===== config.mk =====
export PLATFORM = sky130hd
export DESIGN_NAME = ieu_arb
export DESIGN_NICKNAME = d
export VERILOG_FILES = /design/src/rtl/ieu_pkg.sv /design/src/rtl/ieu_rr_pick.sv /design/src/rtl/ieu_arb.sv
export SDC_FILE = /design/constraint.sdc
export NUM_CORES = 1
export LEC_CHECK = 0
export ABC_AREA = 1
export BUFFER_PORTS_ARGS = -buffer_cell sky130_fd_sc_hd__buf_4
export CAP_MARGIN = 20
export CORE_ASPECT_RATIO = 1.5
export CORE_UTILIZATION = 35
export DETAILED_ROUTE_END_ITERATION = 8
export HOLD_SLACK_MARGIN = 0.06
export MAX_ROUTING_LAYER = met4
export PLACE_DENSITY = 0.77
export SLEW_MARGIN = 20
export SYNTH_ARGS = -nofsm -noshare
export SYNTH_HDL_FRONTEND = slang
export SYNTH_SLANG_ARGS = --single-unit

===== constraint.sdc =====
create_clock -name clk -period 2.89 [get_ports clk]
set_clock_uncertainty 0.15 [all_clocks]
set_input_delay 0.1445 -clock clk [delete_from_list [all_inputs] [get_ports clk]]
set_output_delay 0.1445 -clock clk [all_outputs]
set_load 0.005 [all_outputs]

===== src/rtl/ieu_pkg.sv =====
// ----------------------------------------------------------------------------
// ieu_pkg
// Shared definitions for the immediate-extension arbiter:
//   - state_t : two-state response FSM encoding (IDLE, HOLD)
//   - N_DEF / M_DEF : default immediate width and extended width
//   - U_ZERO / U_SIGN : encoding of the per-request extension-mode bit
// ----------------------------------------------------------------------------
package ieu_pkg;

    localparam int N_DEF = 16;
    localparam int M_DEF = 32;

    localparam logic U_ZERO = 1'b1;
    localparam logic U_SIGN = 1'b0;

    typedef enum logic {
        IDLE = 1'b0,
        HOLD = 1'b1
    } state_t;

endpackage


===== src/rtl/ieu_rr_pick.sv =====
// ----------------------------------------------------------------------------
// ieu_rr_pick
// Two-way round-robin selector.
// Ports:
//   valid0, valid1 : request present from requester 0 / 1
//   last           : index of the requester granted on the last accepted transfer
//   grant[1:0]     : one-hot winner (all zero when nobody is requesting)
// A lone requester always wins; on a tie the requester not granted last wins.
// ----------------------------------------------------------------------------
module ieu_rr_pick (
    input  logic       valid0,
    input  logic       valid1,
    input  logic       last,
    output logic [1:0] grant
);

    always_comb begin
        grant = 2'b00;
        if (valid0 && valid1) begin
            grant = last ? 2'b01 : 2'b10;
        end else begin
            grant = {valid1, valid0};
        end
    end

endmodule


===== src/rtl/ieu_arb.sv =====
// ----------------------------------------------------------------------------
// ieu_arb
// Arbitrates two requesters that each supply an N-bit immediate, extends the
// winner's immediate to M bits (zero- or sign-extend per request) and holds
// it in a one-entry response register with valid/ready handshake.
//
// Ports:
//   clk, rst                     : rising-edge clock, async active-high reset
//   rX_valid / rX_ready          : request handshake for requester X (0, 1)
//   rX_u                         : 1 = zero-extend, 0 = sign-extend
//   rX_imm[N-1:0]                : immediate from requester X
//   resp_valid / resp_ready      : response handshake
//   resp_id                      : requester that owns resp_data
//   resp_data[M-1:0]             : extended immediate
//   grant_cnt0/1[15:0]           : saturating accepted-transfer counters,
//                                  present only when IEU_ARB_STATS_EN is defined
//
// Optional feature macro: IEU_ARB_STATS_EN
// ----------------------------------------------------------------------------
module ieu_arb
    import ieu_pkg::*;
#(
    parameter int N = N_DEF,
    parameter int M = M_DEF
) (
    input  logic         clk,
    input  logic         rst,
    input  logic         r0_valid,
    output logic         r0_ready,
    input  logic         r0_u,
    input  logic [N-1:0] r0_imm,
    input  logic         r1_valid,
    output logic         r1_ready,
    input  logic         r1_u,
    input  logic [N-1:0] r1_imm,
    output logic         resp_valid,
    input  logic         resp_ready,
    output logic         resp_id,
    output logic [M-1:0] resp_data
`ifdef IEU_ARB_STATS_EN
    ,
    output logic [15:0]  grant_cnt0,
    output logic [15:0]  grant_cnt1
`endif
);

    function automatic logic [M-1:0] extend(input logic u, input logic [N-1:0] imm);
        if (u == U_ZERO) begin
            return {{(M-N){1'b0}}, imm};
        end
        return {{(M-N){imm[N-1]}}, imm};
    endfunction

    state_t       state;
    state_t       state_next;
    logic         last;
    logic [1:0]   grant;
    logic         can_accept;
    logic         accept;
    logic         win_id;
    logic         win_u;
    logic [N-1:0] win_imm;

    ieu_rr_pick u_pick (
        .valid0 (r0_valid),
        .valid1 (r1_valid),
        .last   (last),
        .grant  (grant)
    );

    // The response slot is free when empty or being drained this cycle.
    // Readies are suppressed during reset so a held result is discarded
    // without a new transfer sneaking in.
    assign can_accept = ((state == IDLE) || resp_ready) && !rst;
    assign r0_ready   = can_accept && grant[0];
    assign r1_ready   = can_accept && grant[1];
    assign accept     = r0_ready || r1_ready;

    assign win_id     = grant[1];
    assign win_u      = win_id ? r1_u   : r0_u;
    assign win_imm    = win_id ? r1_imm : r0_imm;

    assign resp_valid = (state == HOLD);

    always_comb begin
        state_next = state;
        if (accept) begin
            state_next = HOLD;
        end else if ((state == HOLD) && resp_ready) begin
            state_next = IDLE;
        end
    end

    // last resets to 1 so requester 0 wins the first tie.
    always_ff @(posedge clk or posedge rst) begin
        if (rst) begin
            state     <= IDLE;
            last      <= 1'b1;
            resp_id   <= 1'b0;
            resp_data <= '0;
        end else begin
            state <= state_next;
            if (accept) begin
                last      <= win_id;
                resp_id   <= win_id;
                resp_data <= extend(win_u, win_imm);
            end
        end
    end

`ifdef IEU_ARB_STATS_EN
    always_ff @(posedge clk or posedge rst) begin
        if (rst) begin
            grant_cnt0 <= '0;
            grant_cnt1 <= '0;
        end else begin
            if (r0_ready && (grant_cnt0 != 16'hFFFF)) begin
                grant_cnt0 <= grant_cnt0 + 16'd1;
            end
            if (r1_ready && (grant_cnt1 != 16'hFFFF)) begin
                grant_cnt1 <= grant_cnt1 + 16'd1;
            end
        end
    end
`endif

endmodule


==> flow_metrics.py <==
metrics = {
    "die": {
        "initial_core_util_pct": 36.9,
        "core_area_mm2": 0.00319,
        "io_pins": 75,
        "die_x_um": 49.4,
        "row_count": 25,
        "die_h_um": 73.1,
        "dieArea_mm2": 0.00361,
    },
    "finish": {
        "layout.nets": 280,
        "antenna_cells": 0,
        "area_growth_pct": 61.9,
        "design_area_mm2": 0.00191,
        "final_layout_size_suffix_gt1_share_pct": 36.3,
    },
    "worst_setup_path": {
        "r2r-end": "resp_data[13]",
        "startpoint": "last",
        "crit_required_ns": 2.95,
        "startpoint_type": "flip-flop",
        "crit_path_end": "resp_data[13]",
        "worstPathArrival_ns": 2.13,
        "worstSetupPathType": "reg -> reg",
        "rrSetupSlack_ns": 0.82,
        "cp-end-kind": "flip-flop",
        "rr_startpoint": "last",
        "crit_fanout": 20,
        "ff2ff_path_depth": 7,
    },
    "cts": {
        "ctsHtreeMaxLevel": 1,
        "numCtsBuffers": 3,
        "clkSinkCount": 20,
        "cts_tree": "yes",
        "clk_pin_slew_worst_paths_ns": 0.08,
        "clock_path_buffers": 2,
        "post_cts_buffers": 0,
        "cts-resized-gates": 0,
        "clock-root-buffer": "clkbuf_8",
        "hold_buffers": 21,
        "clock_latency_ns": 0.26,
    },
    "power": {
        "seqPwrFrac_pct": 36.8,
        "vdd.ir_drop.worst_v": 0.000358,
        "clock_power_share_pct": 24.6,
        "p_sw_share_pct": 30.4,
        "p_sw_uw": 350,
        "internal_power_uw": 802,
        "powerDensity_mw_per_mm2": 604,
        "p_total_mw": 1.15,
        "p_comb_share_pct": 38.6,
        "leakage_nw": 1.10,
    },
    "sta": {
        "period_minus_slack_ns": 2.07,
        "fin_setup_tns_ns": 0,
        "hold_viol": 0,
        "worst_pin_slew_ns": 0.445,
        "setup_viol": 0,
        "relSlewSlack_pct": 70.2,
        "hold_ws_ns": 0.0575,
        "drv_slew": 0,
        "max_freq_mhz": 483,
        "setup_slack_ns": 0.820,
        "grt_setup_unrepaired": "no",
        "fin_crit_sh_pct": 71.6,
    },
    "yosys": {
        "ys_seq_area_share_pct": 42.6,
        "ys.warnings.count": 0,
        "synth_most_common_cell": "nand2_1",
        "syn-instance-count": 162,
        "synthesis.nets": 201,
        "synth_top_flop_cell": "dfrtp_1",
        "synth_area_leader_cell": "dfrtp_1",
        "ys_ff_latch": 20,
        "yosys-top-cells-area": "dfrtp_1 (40%), nand2_1 (28%), buf_4 (11%)",
        "synth_cell_type_count": 14,
        "synthTopCellsByCount": "nand2_1 (89), dfrtp_1 (19), buf_4 (18)",
        "synthesis.area_mm2": 0.00118,
        "avgSynthCellArea_um2": 7.28,
        "synth_top_area_share_pct": 40.3,
        "synth_edf_count": 0,
        "synth-async-reset-ratio_pct": 100,
    },
    "routing": {
        "dr.pass1.iters": 4,
        "drcViolationCount": 0,
        "route.met3.wl_um": 164,
        "drtIter0Drc": 35,
        "vias": 1277,
        "wl_per_cell_um": 11.6,
        "top_layer_used": "met4",
        "via_per_inst": 4.56,
        "wl_mm": 3.25,
        "ant_nets": 0,
        "wl_met1_mm": 1.21,
        "route.met2.wl_mm": 1.78,
    },
    "global_route": {
        "antenna_found_initial": 0,
        "grt_pass1_vias": 1197,
        "grt-ovfl-total": 0,
        "grt.total_usage_pct": 19.7,
        "grt_pass1_wl_mm": 5.27,
        "grt_max_degree": 22,
    },
    "placed_design": {
        "placed_area_mm2": 0.00163,
        "portBuffers": 74,
        "place_ws_ns": 0.956,
        "gp_congestion": 0.791,
        "hpwl_mm": 2.21,
    },
    "outcome": {
        "status": "finished clean",
    },
    "hold_path": {
        "hp-class": "in -> reg",
    },
    "run": {
        "max_cap_viol_count": 0,
    },
}
## cell families after synthesis
kind of cell | Yosys count | share of synthesized area, %
flops | 20 | 42.6
buf+inv | 27 | 15.6
compound gates | 3 | 2.23
simple gates | 112 | 39.6
## flip-flops by register name (all words and copies together), names as in the netlist
| register | flops |
|---|---|
| last | 1 |
| resp_valid | 1 |
| resp_data | 17 |
| resp_id | 1 |
## cells in the final DEF, fill, tap and decap left out
cell,netlist,layout
nand2_1,89,89
buf_4,18,75
dlygate4sd3_1,0,21
dfrtp_1,19,19
nand3_1,17,17
inv_1,5,5
clkbuf_8,0,3
nand2_2,2,2
nor2_2,2,2
o21ai_0,2,2
nand2_4,1,1
nor2_4,1,1
a21oi_4,1,1
bufinv_16,0,1
dfstp_2,1,1
## critical path: stages (launching register included)
cell,delay (ns)
dfstp_2,0.56
nand2_4,0.13
nand2_2,0.34
nand2_1,0.09
nand2_1,0.06
dlygate4sd3_1,0.54
nand2_1,0.05
nand2_1,0.08
## per-layer routing
| layer | global-route usage [%] | vias up |
|---|---|---|
| met5 | - | - |
| met4 | 11.1 | 0 |
| met3 | 1.67 | 8 |
| met2 | 35.8 | 47 |
| met1 | 20.7 | 586 |
| li1 | - | 636 |
## worst min path at each step
stage,startpoint,depth (start not counted),to,slack [ns]
4_1_cts,r1_imm[0],5,resp_data[0],0.06
6_report,r1_imm[9],5,resp_data[9],0.06
2_1_floorplan,rst,1,resp_data[0],-0.03
3_5_place_dp,rst,3,resp_data[13],0.05
3_3_place_gp,rst,3,resp_data[13],0.04
5_1_grt,r1_imm[11],5,resp_data[11],0.07
## stage by stage
step	utilization [%]	instances
3_3_place_gp	51.0	255
6_report	59.8	280
5_1_grt	59.8	280
4_1_cts	59.8	280
3_5_place_dp	51.0	255
2_1_floorplan	-	162
## area by class of cell
cell class	instances	area, µm²
Inverter	5	18.8
Multi-Input combinational cell	115	493
Clock inverter	1	30.0
Fill cell	303	1280
Clock buffer	3	41.3
Tap cell	40	50.0
Sequential cell	20	502
Timing Repair Buffer	96	773
## power groups by stage
stage	combinational (mW)	sequential (mW)	clock, mW
after floorplan	0.230	0.426	0
after global placement	0.409	0.429	0
after detailed placement	0.420	0.429	0
after CTS	0.449	0.424	0.286
after global routing	0.492	0.436	0.295
final	0.445	0.424	0.283
Note: power is estimated with default switching activity, not from simulation.
